[src/rtl/pst_stim_pkg.sv]
// Shared types and defaults for the pst stimulus sequencer.
// Holds the gamma window length default, the current/repeat field widths,
// the packed step layout {rpt, c3, c2, c1, c0} and the FSM state encoding.
package pst_stim_pkg;

  localparam int GAMMA_LEN_DEF = 256;
  localparam int CUR_W         = 8;
  localparam int RPT_W_DEF     = 8;

  // One program step as stored in the step RAM; c0 sits in the LSBs.
  typedef struct packed {
    logic [RPT_W_DEF-1:0] rpt;
    logic [CUR_W-1:0]     c3;
    logic [CUR_W-1:0]     c2;
    logic [CUR_W-1:0]     c1;
    logic [CUR_W-1:0]     c0;
  } step_t;

  typedef enum logic {
    S_IDLE = 1'b0,
    S_RUN  = 1'b1
  } state_e;

endpackage

[src/rtl/pst_stim_mem.sv]
// Step program RAM: DEPTH entries of DW bits, one synchronous write port and
// one asynchronous (combinational) read port. Contents are not reset.
// Ports: clk_i clock; we_i/waddr_i/wdata_i write port; raddr_i/rdata_o read port.
module pst_stim_mem #(
  parameter int DEPTH = 16,
  parameter int AW    = 4,
  parameter int DW    = 40
) (
  input  logic          clk_i,
  input  logic          we_i,
  input  logic [AW-1:0] waddr_i,
  input  logic [DW-1:0] wdata_i,
  input  logic [AW-1:0] raddr_i,
  output logic [DW-1:0] rdata_o
);

  logic [DW-1:0] mem_q [DEPTH];

  always_ff @(posedge clk_i) begin
    if (we_i) begin
      mem_q[waddr_i] <= wdata_i;
    end
  end

  assign rdata_o = mem_q[raddr_i];

endmodule

[src/rtl/pst_stim_sequencer.sv]
// Stimulus sequencer: plays a programmed list of steps (4 currents + repeat
// count), one gamma window of GAMMA_LEN clocks per repeat, into cur0..cur3.
// Ports: clk_i/rst_i (sync, active-high); prog_we_i/prog_addr_i/prog_data_i
//  step writes (rejected with prog_err_o while busy); n_steps_i, loop_en_i,
//  start_i, stop_i control; cur0_o..cur3_o, step_idx_o, gamma_tick_o, busy_o,
//  done_o status. Currents appear one clock after the start/step change.
module pst_stim_sequencer
  import pst_stim_pkg::*;
#(
  parameter int GAMMA_LEN = GAMMA_LEN_DEF,
  parameter int DEPTH     = 16,
  parameter int AW        = 4,
  parameter int RPT_W     = RPT_W_DEF
) (
  input  logic                   clk_i,
  input  logic                   rst_i,
  input  logic                   prog_we_i,
  input  logic [AW-1:0]          prog_addr_i,
  input  logic [4*CUR_W+RPT_W-1:0] prog_data_i,
  output logic                   prog_err_o,
  input  logic [AW:0]            n_steps_i,
  input  logic                   loop_en_i,
  input  logic                   start_i,
  input  logic                   stop_i,
  output logic [CUR_W-1:0]       cur0_o,
  output logic [CUR_W-1:0]       cur1_o,
  output logic [CUR_W-1:0]       cur2_o,
  output logic [CUR_W-1:0]       cur3_o,
  output logic [AW-1:0]          step_idx_o,
  output logic                   gamma_tick_o,
  output logic                   busy_o,
  output logic                   done_o
);

  localparam int             GW        = $clog2(GAMMA_LEN);
  localparam int             DW        = 4*CUR_W + RPT_W;
  localparam logic [GW-1:0]  GCNT_LAST = GW'(GAMMA_LEN - 1);
  localparam logic [AW:0]    DEPTH_N   = (AW+1)'(DEPTH);

  state_e             state_q, state_d;
  logic [AW-1:0]      step_q, step_d;
  logic [GW-1:0]      gcnt_q, gcnt_d;
  logic [RPT_W-1:0]   rcnt_q, rcnt_d;
  logic [RPT_W-1:0]   rpt_q, rpt_d;
  logic [AW:0]        nsteps_q, nsteps_d;
  logic [CUR_W-1:0]   cur0_q, cur0_d, cur1_q, cur1_d;
  logic [CUR_W-1:0]   cur2_q, cur2_d, cur3_q, cur3_d;
  logic               done_q, done_d;
  logic               err_q, err_d;

  logic [AW-1:0]      rd_addr;
  logic [DW-1:0]      rd_data;
  logic               win_end, step_end, last_step;
  logic [RPT_W-1:0]   rcnt_inc, rpt_eff;
  logic               load, go_idle;

  // Writes only land while idle so the running program is never disturbed.
  pst_stim_mem #(
    .DEPTH (DEPTH),
    .AW    (AW),
    .DW    (DW)
  ) u_mem (
    .clk_i   (clk_i),
    .we_i    (prog_we_i && (state_q == S_IDLE)),
    .waddr_i (prog_addr_i),
    .wdata_i (prog_data_i),
    .raddr_i (rd_addr),
    .rdata_o (rd_data)
  );

  assign win_end   = (gcnt_q == GCNT_LAST);
  assign rcnt_inc  = rcnt_q + RPT_W'(1);
  // A zero repeat field still plays one window.
  assign rpt_eff   = (rpt_q == '0) ? RPT_W'(1) : rpt_q;
  assign step_end  = win_end && (rcnt_inc == rpt_eff);
  assign last_step = ({1'b0, step_q} == (nsteps_q - (AW+1)'(1)));
  // The read port always presents the step that would be loaded next.
  assign rd_addr   = ((state_q == S_RUN) && !last_step) ? (step_q + AW'(1)) : '0;

  always_comb begin
    state_d  = state_q;
    step_d   = step_q;
    gcnt_d   = gcnt_q;
    rcnt_d   = rcnt_q;
    rpt_d    = rpt_q;
    nsteps_d = nsteps_q;
    cur0_d   = cur0_q;
    cur1_d   = cur1_q;
    cur2_d   = cur2_q;
    cur3_d   = cur3_q;
    done_d   = 1'b0;
    err_d    = 1'b0;
    load     = 1'b0;
    go_idle  = 1'b0;

    case (state_q)
      S_IDLE: begin
        if (start_i) begin
          if (n_steps_i == '0) begin
            done_d = 1'b1;
          end else begin
            nsteps_d = (n_steps_i > DEPTH_N) ? DEPTH_N : n_steps_i;
            step_d   = '0;
            gcnt_d   = '0;
            rcnt_d   = '0;
            load     = 1'b1;
            state_d  = S_RUN;
          end
        end
      end
      S_RUN: begin
        err_d = prog_we_i;
        if (stop_i) begin
          go_idle = 1'b1;
        end else begin
          gcnt_d = win_end ? '0 : (gcnt_q + GW'(1));
          if (step_end) begin
            rcnt_d = '0;
            if (!last_step) begin
              step_d = step_q + AW'(1);
              load   = 1'b1;
            end else if (loop_en_i) begin
              step_d = '0;
              load   = 1'b1;
            end else begin
              go_idle = 1'b1;
              done_d  = 1'b1;
            end
          end else if (win_end) begin
            rcnt_d = rcnt_inc;
          end
        end
      end
      default: go_idle = 1'b1;
    endcase

    if (load) begin
      cur0_d = rd_data[0*CUR_W +: CUR_W];
      cur1_d = rd_data[1*CUR_W +: CUR_W];
      cur2_d = rd_data[2*CUR_W +: CUR_W];
      cur3_d = rd_data[3*CUR_W +: CUR_W];
      rpt_d  = rd_data[4*CUR_W +: RPT_W];
    end

    if (go_idle) begin
      state_d = S_IDLE;
      step_d  = '0;
      gcnt_d  = '0;
      rcnt_d  = '0;
      cur0_d  = '0;
      cur1_d  = '0;
      cur2_d  = '0;
      cur3_d  = '0;
    end
  end

  always_ff @(posedge clk_i) begin
    if (rst_i) begin
      state_q  <= S_IDLE;
      step_q   <= '0;
      gcnt_q   <= '0;
      rcnt_q   <= '0;
      rpt_q    <= '0;
      nsteps_q <= '0;
      cur0_q   <= '0;
      cur1_q   <= '0;
      cur2_q   <= '0;
      cur3_q   <= '0;
      done_q   <= 1'b0;
      err_q    <= 1'b0;
    end else begin
      state_q  <= state_d;
      step_q   <= step_d;
      gcnt_q   <= gcnt_d;
      rcnt_q   <= rcnt_d;
      rpt_q    <= rpt_d;
      nsteps_q <= nsteps_d;
      cur0_q   <= cur0_d;
      cur1_q   <= cur1_d;
      cur2_q   <= cur2_d;
      cur3_q   <= cur3_d;
      done_q   <= done_d;
      err_q    <= err_d;
    end
  end

  assign cur0_o       = cur0_q;
  assign cur1_o       = cur1_q;
  assign cur2_o       = cur2_q;
  assign cur3_o       = cur3_q;
  assign step_idx_o   = step_q;
  assign gamma_tick_o = (state_q == S_RUN) && win_end;
  assign busy_o       = (state_q == S_RUN);
  assign done_o       = done_q;
  assign prog_err_o   = err_q;

endmodule

[config.mk]
export PLATFORM = sky130hd
export DESIGN_NAME = pst_stim_sequencer
export DESIGN_NICKNAME = d
export VERILOG_FILES = /design/src/rtl/pst_stim_pkg.sv /design/src/rtl/pst_stim_mem.sv /design/src/rtl/pst_stim_sequencer.sv
export SDC_FILE = /design/constraint.sdc
export NUM_CORES = 1
export LEC_CHECK = 0
export ABC_AREA = 0
export BUFFER_PORTS_ARGS = -buffer_cell sky130_fd_sc_hd__buf_2
export CAP_MARGIN = 20
export CORE_AREA = 4 4 283 285
export CTS_CLUSTER_SIZE = 25
export DETAILED_ROUTE_END_ITERATION = 7
export DIE_AREA = 0 0 287 289
export GPL_ROUTABILITY_DRIVEN = 1
export HOLD_SLACK_MARGIN = 0.06
export MAX_ROUTING_LAYER = met4
export PLACE_DENSITY = 0.52
export SYNTH_ARGS = -nofsm -noshare
export SYNTH_HDL_FRONTEND = slang
export SYNTH_SLANG_ARGS = --single-unit
[constraint.sdc]
create_clock -name clk_i -period 5.6 [get_ports clk_i]
set_input_delay 0.28 -clock clk_i [delete_from_list [all_inputs] [get_ports clk_i]]
set_output_delay 0.28 -clock clk_i [all_outputs]
set_load 0.05 [all_outputs]
==> Word-level counts from Yosys, hierarchy flattened <==
Memories as Yosys holds them, arrays and structs flattened.
Index checks and enable logic that the tools add are counted.
{ "totals": {"inputBits": 55, "ff_bits": 68, "latch_bits": 0, "elab_cells": 80, "mem_bits_rw": 640, "memories": 1, "out_inout_bits": 40, "rom_bits": 0} }
{ "memory_table": {"columns": ["name", "depth", "width", "read_ports", "rd_clocked_by_memory_dff", "write_ports", "line_no", "text"], "rows": [
  ["u_mem.mem_q", 16, 40, 1, 0, 1, "pst_stim_mem.sv:17", "logic [DW-1:0] mem_q [DEPTH];"]
]} }
{ "op_classes": {"shifts": 0, "n_eq_ne": 9, "n_reduce_logical": 13, "order_cmp": 1, "addsub": 4, "bitwise": 2, "mul": 0, "div_mod_pow": 0, "mux": 38} }
{ "op_table": {"columns": ["cell", "count"], "rows": [
  ["$mux W8", 8],
  ["$pmux W8 S2", 2],
  ["$mux W4", 7],
  ["$mux W1", 17],
  ["$add A8 B1 Y8 const B", 2],
  ["$eq A8 B8 Y1", 1],
  ["$eq A8 B8 Y1 const B", 1],
  ["$logic_not A8 Y1", 1],
  ["$pmux W4 S2", 1],
  ["$ne A2 B2 Y1 const B", 3],
  ["$reduce_and A3 Y1", 2],
  ["$eq A4 B5 Y1", 1],
  ["$gt A5 B5 Y1 const B", 1],
  ["$logic_not A5 Y1", 1],
  ["$mux W5", 1],
  ["$reduce_and A5 Y1", 1],
  ["$sub A5 B1 Y5 const B", 1],
  ["$add A4 B1 Y4 const B", 1],
  ["$logic_and A1 B1 Y1", 4],
  ["$pmux W1 S2", 2],
  ["$reduce_and A4 Y1", 1],
  ["$reduce_or A2 Y1", 2],
  ["$ne A3 B1 Y1 const B", 1],
  ["$ne A3 B3 Y1 const B", 1],
  ["other kinds (3)", 4]
]} }

==> Longest topological paths before layout <==
Gate-level depths: netlist of the first run.
{ "logic_depth": {"word_depth": 8, "mapped_depth": 12, "mapped_depth_nobuf": 9} }

==> Modules after synthesis <==
Synthesis of the first run repeated with hierarchy kept, for this count alone.
{ "unflattened": {"hier_cells": 1398, "area_unflattened_um2": 27525.1} }
{ "modules_own_cells": {"columns": ["module", "area_each_um2", "cells_each", "n_inst"], "rows": [
  ["pst_stim_mem", 24329.6, 1000, 1],
  ["pst_stim_sequencer", 3195.6, 398, 1]
]} }

==> Worst setup path after synthesis of the first run <==
OpenSTA, ideal clock, no wires.
{ "synth_timing": {"path_kind": "register to register", "from": "register state_q, in the netlist busy_o", "to": "memory u_mem.mem_q[2][0] (enable)", "path_stages_with_launch": 6, "setup_slack_ns": 0.759, "setup_time_ns": 0.487, "n_path_buf": 1, "arrival_ns": 4.354, "t_required_ns": 5.113, "path_cell_list": "dfxtp_1 inv_2 clkbuf_1 nand2_1 or3b_2 nor3_1"} }
{ "synth_via": {"elab_chain_len": 4} }
{ "synth_rtl": {"columns": ["item", "line_no", "text"], "rows": [
  ["from (decl)", "pst_stim_sequencer.sv:40", "state_e state_q, state_d;"],
  ["from (signal assigned)", "pst_stim_sequencer.sv:172", "state_q <= state_d;"],
  ["$not A1 Y1 (no line)", null, null],
  ["$logic_and A1 B1 Y1", "pst_stim_sequencer.sv:64", ".we_i (prog_we_i && (state_q == S_IDLE)),"],
  ["$mux W1", "pst_stim_mem.sv:20", "if (we_i) begin"],
  ["$mux W1 (not written as such)", "pst_stim_mem.sv:21", "mem_q[waddr_i] <= wdata_i;"],
  ["to (decl)", "pst_stim_mem.sv:17", null]
]} }
No other way between the ends.

==> Worst setup path after layout of the first run <==
{ "layout_timing": {"from": "register nsteps_q[0]", "to": "register cur0_q[5], in the netlist cur0_o[5]"} }
{ "layout_via": {"elab_chain_len": 7, "word_cells_on_any_way": 15, "cone_classes": "1 x add/sub; 1 x eq/ne; 9 x mux; 3 x reduce/logical; 1 x memory"} }
{ "layout_rtl": {"columns": ["item", "line_no", "text"], "rows": [
  ["from (decl)", "pst_stim_sequencer.sv:45", "logic [AW:0] nsteps_q, nsteps_d;"],
  ["from (signal assigned)", "pst_stim_sequencer.sv:177", "nsteps_q <= nsteps_d;"],
  ["$sub A5 B1 Y5 *", "pst_stim_sequencer.sv:76", "assign last_step = ({1'b0, step_q} == (nsteps_q - (AW+1)'(1)));"],
  ["$eq A4 B5 Y1 *", "pst_stim_sequencer.sv:76", null],
  ["parallel branches: the longest is 5 deep, another holds $mem_v2 Z16 W40", null, null],
  ["to (signal assigned)", "pst_stim_sequencer.sv:178", "cur0_q <= cur0_d;"],
  ["to (decl)", "pst_stim_sequencer.sv:46", "logic [CUR_W-1:0] cur0_q, cur0_d, cur1_q, cur1_d;"]
]} }
Mark *: on every way between the ends.
A chain may end at the register's enable or synchronous reset.

==> results of run 1 <==
worst min path at each step:
stage	end	depth (start not counted)	startpoint	slack, ps
after floorplan	u_mem.mem_q[0][0]	0	prog_data_i[0]	380
after global placement	nsteps_q[1]	2	nsteps_q[1]	470
after detailed placement	nsteps_q[1]	2	nsteps_q[1]	480
after CTS	rcnt_q[0]	4	stop_i	60
after global routing	u_mem.mem_q[1][7]	1	prog_data_i[7]	70
final	u_mem.mem_q[9][15]	1	prog_data_i[15]	80
per-layer routing:
layer | track usage, % | part of all wire (%) | vias up | wire (um)
met3 | 3.27 | 5.8 | 155 | 4450
met1 | 24.7 | 44 | 8582 | 33300
li1 | - | - | 7446 | -
met4 | 5.95 | 3.0 | 0 | 2270
met2 | 30.1 | 48 | 542 | 36500
met5 | - | 0 | - | 0
repair_timing:
| item | in CTS | in global routing |
|---|---|---|
| endpoints found under the hold margin | 612 | 0 |
| setup buffers | 0 | 0 |
| hold buffers | 50 | 0 |
| setup endpoints to repair | 0 | 0 |
cells by family after synthesis:
logic type	after synthesis	share of synthesized area (%)
mux	189	8.51
flops	708	72.2
buf+inv	135	2.32
fa+ha+maj	4	0.176
xor+xnor	23	0.707
simple gates	290	4.88
compound gates	433	11.2
report_power, final:
| part | internal (mW) | switching, mW | total [mW] | leakage [nW] |
|---|---|---|---|---|
| sequential | 5.84 | 0.0428 | 5.88 | 6.33 |
| combinational | 0.228 | 0.493 | 0.721 | 2.95 |
| clock | 2.89 | 2.08 | 4.97 | 1.22 |
layout by cell type (no fill, tap or decap), types with 30 or more instances in the layout:
| master | instances |
|---|---|
| clkbuf_16 | 77 |
| dfxtp_1 | 67 |
| o21ai_0 | 100 |
| a221oi_1 | 65 |
| mux4_2 | 40 |
| nand2_1 | 75 |
| a211oi_1 | 30 |
| o211ai_1 | 36 |
| buf_4 | 41 |
| a21oi_1 | 63 |
| nor2_1 | 102 |
| dlygate4sd3_1 | 50 |
| edfxtp_1 | 640 |
| buf_2 | 94 |
| mux2i_1 | 123 |
state kept, by name (all words and copies together) (netlist names):
name and cells:
u_mem.mem_q 640, cur0_o 8, cur1_o 8, cur2_o 8, cur3_o 8, gcnt_q 8
rcnt_q 8, rpt_q 8, nsteps_q 5, step_idx_o 4, busy_o 1, done_o 1
prog_err_o 1
per-stage QoR:
step / total power, mW / std cells
2_1_floorplan: 6.41 / 1782
3_3_place_gp: 6.68 / 2836
3_5_place_dp: 6.69 / 2836
4_1_cts: 11.7 / 3030
5_1_grt: 12.0 / 3032
6_report: 11.6 / 3032
area by class of cell:
cell class	instances	area (um2)
clock buffers	107	2110
fillers	6936	44100
clock inverters	37	377
flip-flops and latches	708	20600
multi-input cells	939	7460
well taps	1040	1300
repair buffers	189	1370
diodes	1	2.50
inverters	11	41.3
Yosys cell counts (all sizes together) (37+ instances only):
cell and count:
o21ai 106, a221oi 65, clkbuf 56, dfxtp 68
edfxtp 640, mux2i 123, a211oi 56, nand2 77
o211ai 37, a21oi 63, mux4 40, buf 68
nor2 116
critical path, cell delays in order, from the launching register on:
cell and delay, ps:
dfxtp_1 390, inv_1 70, ha_1 260, or2_4 260, a211oi_4 310, o211ai_4 160, buf_4 280, nand3_1 320
buf_4 320, nand2_1 80, buf_4 310, o311a_1 430, a211oi_2 220
==> impl_metrics.env, run 1 <==
export IMPL_status="finished clean"
export IMPL_synthFlopType="edfxtp_1"
export IMPL_cts_tree="built"
export IMPL_die_w_um=287
export IMPL_root_buffer="clkbuf_16"
export IMPL_core_area_um2=77300
export IMPL_worst_clock_skew_ps=22.9
export IMPL_netlist_area_um2=28500
export IMPL_cp_endpoint="cur0_o[5]"
export IMPL_wirelength_mm=76.5
export IMPL_drc=0
export IMPL_holdWs_ps=81.3
export IMPL_finalSetupViolCount=0
export IMPL_clock_latency_ps=630
export IMPL_holdCritPathClass="in2reg"
export IMPL_max_freq_ghz=0.286
export IMPL_p_leak_nw=10.5
export IMPL_fin_util_pct=43.0
export IMPL_setup_slack_ps=2110
export IMPL_wire_per_inst_um=25.2
export IMPL_async_flop_share_pct=0
export IMPL_peakVddDrop_uv=241
export IMPL_drive_gt1_share_pct=19.6
export IMPL_cts_resized_gates=0
export IMPL_grt_overflow=0
export IMPL_cts_sinks=708
export IMPL_ios=95
export IMPL_yosysUniqueCellTypes=75
export IMPL_startpoint_type="flip-flop"
export IMPL_r2r_start="nsteps_q[0]"
export IMPL_syn_inst=1782
export IMPL_crit_fanout=28
export IMPL_vias_per_cell=5.52
export IMPL_maxSlewViolCount=0
export IMPL_rsz0062_at_grt="no"
export IMPL_syn2layout_area_growth_pct=16.6
export IMPL_arrival_ps=4040
export IMPL_avgSynthCellArea_um2=16.0
export IMPL_cp_end_kind="flip-flop"
export IMPL_pre_cts_ws_ps=2150
export IMPL_grtUsageTotal_pct=18.8
export IMPL_cts_max_path_buffers=3
export IMPL_required_ps=6140
export IMPL_crit_path_start="nsteps_q[0]"
export IMPL_place_congestion=0.775
export IMPL_design_area_um2=33200
export IMPL_dpl_cell_area_um2=30200
export IMPL_worst_r2r_path_depth=12
export IMPL_synth_edf_count=640
export IMPL_ys_ff_latch=708
export IMPL_htreeDepth=3
export IMPL_yosysTopAreaCell="edfxtp_1"
export IMPL_grt_max_degree=97
export IMPL_antenna_found_initial=2
export IMPL_synth_area_leaders="edfxtp_1, dfxtp_1, mux2i_1, mux4_2, a221oi_1"
export IMPL_path_clk_slew_ps=60
export IMPL_ys_warn_count=0
export IMPL_dieArea_um2=82900
export IMPL_drv_cap=0
export IMPL_p_per_area_nw_per_um2=348
export IMPL_hold_viol=0
export IMPL_reg2reg_slack_ps=2110
export IMPL_synth_top_cell_area_share_pct=67.4
export IMPL_ys_seq_area_share_pct=72.2
export IMPL_grt_pass1_wl_mm=113
export IMPL_regToRegEndpoint="cur0_o[5]"
export IMPL_timing_final_crit_period_ps=3490
export IMPL_synth_fp_nets=1841
export IMPL_antenna_left=0
export IMPL_start_util_pct=36.9
export IMPL_dr_pass1_iters=5
export IMPL_portBuffers=94
export IMPL_numCtsBuffers=77
export IMPL_setup_tns_ps=0
export IMPL_worst_pin_slew_ps=1040
export IMPL_slew_limit_headroom_pct=30.4
export IMPL_fin_nets=1985
export IMPL_min_period_over_period_pct=62.4
export IMPL_grt_pass1_vias=17136
export IMPL_path_class="reg2reg"
export IMPL_via_count=16725
export IMPL_dp_hpwl_mm=40.9
export IMPL_die_h_um=289
export IMPL_initialDrtViolationCount=1423
export IMPL_num_rows=102
(Power assumes the default switching activity.)
==> run 2, diff against run 1 <==
clock period = 3.5 ns   (was 5.6 ns; I/O delays follow)
==> run 2 against run 1 <==
Against the previous run: combinational power is 65% higher; routed wire length is 1.6% lower; global-route usage is 0.23 points lower; via count is 0.26% lower; clock skew is 0.92 ps higher; critical path depth is 2 lower; worst hold slack better by 27 ps; largest cell class unchanged.
==> impl_metrics.env, run 2 (synthesized netlist as in run 1, its figures left out) <==
export IMPL_min_delay_start="rst_i"
export IMPL_regMostFlops="u_mem.mem_q"
export IMPL_grt_overflow=0
export IMPL_htreeDepth=3
export IMPL_worst_clock_skew_ps=23.8
export IMPL_p_per_area_nw_per_um2=553
export IMPL_crit_chain="inv_1 -> ha_1 -> xnor2_1 -> o32ai_2 -> o211a_2 -> nor3_4 -> buf_4 -> o211ai_1 -> o311a_1 -> a211oi_2"
export IMPL_antenna_found_initial=0
export IMPL_drc=0
export IMPL_peakVddDrop_uv=338
export IMPL_syn2layout_area_growth_pct=18.7
export IMPL_dr_pass1_iters=5
export IMPL_final_common_cell="edfxtp_1"
export IMPL_cp_end_kind="flip-flop"
export IMPL_via_count=16681
export IMPL_dp_cells=2856
export IMPL_finalSetupViolCount=0
export IMPL_crit_path_start="nsteps_q[0]"
export IMPL_reg2reg_slack_ps=200
export IMPL_crit_fanout=16
export IMPL_max_freq_ghz=0.303
export IMPL_min_period_over_period_pct=94.2
export IMPL_cpPeakStageDelay_ps=760
export IMPL_timing_final_crit_period_ps=3300
export IMPL_initialDrtViolationCount=1235
export IMPL_status="finished clean"
export IMPL_numCtsBuffers=76
export IMPL_cts_resized_gates=0
export IMPL_regToRegEndpoint="cur2_o[6]"
export IMPL_die_w_um=287
export IMPL_clock_latency_ps=620
export IMPL_crit_slowest_cell="nor3_4"
export IMPL_cts_tree="built"
export IMPL_required_ps=4030
export IMPL_portBuffers=94
export IMPL_grt_pass1_vias=17009
export IMPL_vias_per_cell=5.46
export IMPL_drv_cap=0
export IMPL_grt_max_degree=130
export IMPL_die_h_um=289
export IMPL_cts_max_path_buffers=3
export IMPL_hold_viol=0
export IMPL_power_total_mw=18.7
export IMPL_p_leak_nw=10.7
export IMPL_num_rows=102
export IMPL_wire_per_inst_um=24.7
export IMPL_maxSlewViolCount=0
export IMPL_startpoint_type="flip-flop"
export IMPL_arrival_ps=3830
export IMPL_slew_limit_headroom_pct=32.8
export IMPL_worst_pin_slew_ps=1010
export IMPL_cts_sinks=708
export IMPL_dp_hpwl_mm=41.4
export IMPL_worst_r2r_path_depth=10
export IMPL_cp_endpoint="cur2_o[6]"
export IMPL_grt_pass1_wl_mm=112
export IMPL_place_congestion=0.786
export IMPL_ios=95
export IMPL_r2r_start="nsteps_q[0]"
export IMPL_antenna_left=0
export IMPL_dieArea_um2=82900
export IMPL_grtUsageTotal_pct=18.6
export IMPL_drive_gt1_share_pct=20.3
export IMPL_fin_nets=2013
export IMPL_wirelength_mm=75.3
export IMPL_fin_cells=3056
export IMPL_root_buffer="clkbuf_16"
export IMPL_rsz0062_at_grt="no"
export IMPL_path_class="reg2reg"
export IMPL_start_util_pct=36.9
export IMPL_core_area_um2=77300
export IMPL_largest_reg_flops=640
export IMPL_n_antenna_cell=0
export IMPL_layout_common_cells="edfxtp_1, mux2i_1, nor2_1"
export IMPL_holdCritPathClass="in2reg"
export IMPL_path_clk_slew_ps=60
==> run 2: cell types whose count changed in the layout (fill, tap and decap cells not counted), sizes merged <==
cell         change
buf             +19
bufinv           +3
clkbuf           -6
clkinv           +1
diode            -1
dlygate4sd3     +10
inv              -2
==> run 2: power breakdown <==
part	switching (mW)	leakage (nW)	internal (mW)
Sequential	0.0647	6.33	9.34
Combinational	0.788	3.18	0.397
Clock	3.34	1.24	4.79
Total	4.19	10.7	14.5
==> run 2: worst min-delay path by stage <==
stage	to	slack, ps	depth (start not counted)
2_1_floorplan	u_mem.mem_q[0][0]	270	0
3_3_place_gp	nsteps_q[1]	460	2
3_5_place_dp	nsteps_q[1]	470	2
4_1_cts	rpt_q[7]	70	2
5_1_grt	u_mem.mem_q[3][7]	110	2
6_report	rpt_q[3]	110	2
==> run 2: worst max-delay path, delay by kind of cell, from the launching register on <==
family,cells,cell delay [ps]
and+or+nand+nor,1,760
DFF,1,400
buffers and inverters,2,500
AOI/OAI and AO/OA,5,1040
adders and majority gates,1,260
xor gates and xnor gates,1,230
==> run 2: timing repair <==
item | in CTS | in global routing
endpoints found under the hold margin | 653 | 0
buffers inserted | 0 | 0
hold buffers | 60 | 0
==> run 2: final cells by class <==
type / count / area, um2
clock buffer: 101 / 2070
fill: 6898 / 43500
inverter: 11 / 41.3
timing repair buffer: 218 / 1890
sequential: 708 / 20600
tap: 1040 / 1300
multi-input combinational: 939 / 7480
clock inverter: 39 / 474
==> run 2: per-layer routing <==
layer	track usage, %	part of all wire (%)	up-vias
li1	-	-	7491
met1	24.2	44	8704
met2	31.1	50	376
met3	2.50	3.9	110
met4	4.71	2.2	0
met5	-	0	-
==> run 2: through the flow <==
stage               setup WS (ps)  cell area (um2)  utilization [%]  setup TNS (ps)  hold slack, ps
global route                  104            33800             43.7               0             113
detailed placement            256            30700             39.7               0             468
global placement              376            30700             39.7               0             464
floorplan                    -288            28500                -          -51660             274
finish                        203            33800             43.7               0             108
CTS                           245            33800             43.7               0            72.2
==> run 3, diff against run 2 <==
ABC_CLOCK_PERIOD_IN_PS = 4200   (was unset)
clock period = 4.2 ns   (was 3.5 ns; I/O delays follow)
==> run 3 against run 2 <==
Against the previous run: maximum frequency is 0.17% lower; register-to-register slack better by 690 ps; clock power is 16% lower; worst setup slack better by 690 ps; count of clock-buffer cells in the layout is 2 lower; combinational power is 19% lower; die area stayed put; sequential share of layout area is 0.43 points higher; final area is 0.70% lower; largest power group unchanged; non-clock buffer count is 6 lower.
==> impl_metrics.env, run 3 (synthesized netlist as in run 1, its figures left out) <==
export IMPL_portBuffers=94
export IMPL_hold_viol=0
export IMPL_crit_fanout=20
export IMPL_slew_limit_headroom_pct=29.7
export IMPL_ios=95
export IMPL_final_common_cell="edfxtp_1"
export IMPL_worst_r2r_path_depth=10
export IMPL_r2r_start="nsteps_q[0]"
export IMPL_maxSlewViolCount=0
export IMPL_fin_nets=2008
export IMPL_required_ps=4670
export IMPL_cts_tree="built"
export IMPL_clock_latency_ps=630
export IMPL_fillers=6959
export IMPL_drv_cap=0
export IMPL_grt_overflow=0
export IMPL_path_class="reg2reg"
export IMPL_arrival_ps=3780
export IMPL_fin_cells=3053
export IMPL_via_count=16615
export IMPL_min_delay_start="rst_i"
export IMPL_core_area_um2=77300
export IMPL_status="finished clean"
export IMPL_antenna_left=0
export IMPL_dieArea_um2=82900
export IMPL_grt_max_degree=86
export IMPL_layout_common_cells="edfxtp_1, mux2i_1, nor2_1"
export IMPL_die_h_um=289
export IMPL_antenna_found_initial=2
export IMPL_start_util_pct=36.9
export IMPL_dr_pass1_iters=5
export IMPL_wire_per_inst_um=24.0
export IMPL_max_freq_ghz=0.303
export IMPL_regToRegEndpoint="cur0_o[2]"
export IMPL_rsz0062_at_grt="no"
export IMPL_path_clk_slew_ps=60
export IMPL_worst_clock_skew_ps=20.1
export IMPL_vias_per_cell=5.44
export IMPL_reg2reg_slack_ps=900
export IMPL_dp_cells=2849
export IMPL_hold_path_end="rpt_q[0]"
export IMPL_startpoint_type="flip-flop"
export IMPL_p_leak_nw=10.7
export IMPL_syn2layout_area_growth_pct=17.8
export IMPL_holdPathStages=2
export IMPL_cts_sinks=708
export IMPL_num_rows=102
export IMPL_p_per_area_nw_per_um2=464
export IMPL_grt_pass1_wl_mm=109
export IMPL_finalSetupViolCount=0
export IMPL_largest_reg_flops=640
export IMPL_cts_setup_buffers=0
export IMPL_holdCritPathClass="in2reg"
export IMPL_cts_max_path_buffers=3
export IMPL_wirelength_mm=73.3
export IMPL_regMostFlops="u_mem.mem_q"
export IMPL_grtUsageTotal_pct=18.1
export IMPL_numCtsBuffers=77
export IMPL_drc=0
export IMPL_setup_tns_ps=0
export IMPL_htreeDepth=3
export IMPL_drive_gt1_share_pct=20.4
export IMPL_place_congestion=0.759
export IMPL_die_w_um=287
export IMPL_grt_pass1_vias=16814
export IMPL_min_period_over_period_pct=78.6
export IMPL_root_buffer="clkbuf_16"
export IMPL_cp_end_kind="flip-flop"
export IMPL_timing_final_crit_period_ps=3300
export IMPL_initialDrtViolationCount=1315
export IMPL_peakVddDrop_uv=284
export IMPL_hold_buffers=61
export IMPL_worst_pin_slew_ps=1050
export IMPL_cts_resized_gates=0
export IMPL_dp_hpwl_mm=41.1
-- run 3: how the worst max path moves through the flow --
stage                            from                  to  slack, ps  depth (start not counted)
after floorplan                busy_o  u_mem.mem_q[10][0]        430                          5
after global placement    nsteps_q[0]            rpt_q[3]        990                         10
after detailed placement  nsteps_q[0]            rpt_q[7]        950                         10
after CTS                 nsteps_q[0]            rpt_q[7]        920                         10
after global routing      nsteps_q[0]            rpt_q[7]        710                         10
final                     nsteps_q[0]           cur0_o[2]        900                         10
-- run 3: report_power, final --
part / leakage [nW] / internal, mW / switching [mW]
Sequential: 6.33 / 7.78 / 0.0506
Combinational: 3.09 / 0.318 / 0.644
Clock: 1.25 / 4.00 / 2.81
-- run 3: per-layer routing --
metal	up-vias	share of wire, %	global-route usage [%]
met2	442	49	29.8
met3	143	4.6	3.08
met4	0	2.5	4.90
li1	7489	-	-
met5	-	0	-
met1	8541	44	23.3
-- run 3: per-stage QoR --
step / setup WS, ps / util [%] / power [mW] / hold slack, ps / cell area, um2
2_1_floorplan: 431 / - / 8.55 / 309 / 28500
3_3_place_gp: 995 / 39.3 / 8.89 / 463 / 30400
3_5_place_dp: 948 / 39.3 / 8.91 / 477 / 30400
4_1_cts: 917 / 43.4 / 15.8 / 100 / 33600
5_1_grt: 706 / 43.4 / 16.1 / 146 / 33600
6_report: 898 / 43.4 / 15.6 / 135 / 33600
-- run 3: cell type report --
| cell class | count | area (um2) | area share (%) |
|---|---|---|---|
| Clock inverter | 42 | 464 | 1.38 |
| Tap cell | 1040 | 1300 | 3.87 |
| Multi-Input combinational cell | 939 | 7480 | 22.3 |
| Clock buffer | 99 | 2100 | 6.25 |
| Timing Repair Buffer | 212 | 1620 | 4.83 |
| Inverter | 11 | 41.3 | 0.123 |
| Sequential cell | 708 | 20600 | 61.3 |
| Antenna cell | 2 | 5.00 | 0.0149 |
-- run 3: worst max-delay path, stage by stage (launching register included) --
cell and delay (ps):
dfxtp_1 400, inv_1 60, ha_1 250, xnor2_1 180
o32ai_2 130, o211ai_4 410, buf_4 270, nand3_2 490
or3b_2 640, o2111ai_1 180, a31oi_1 130
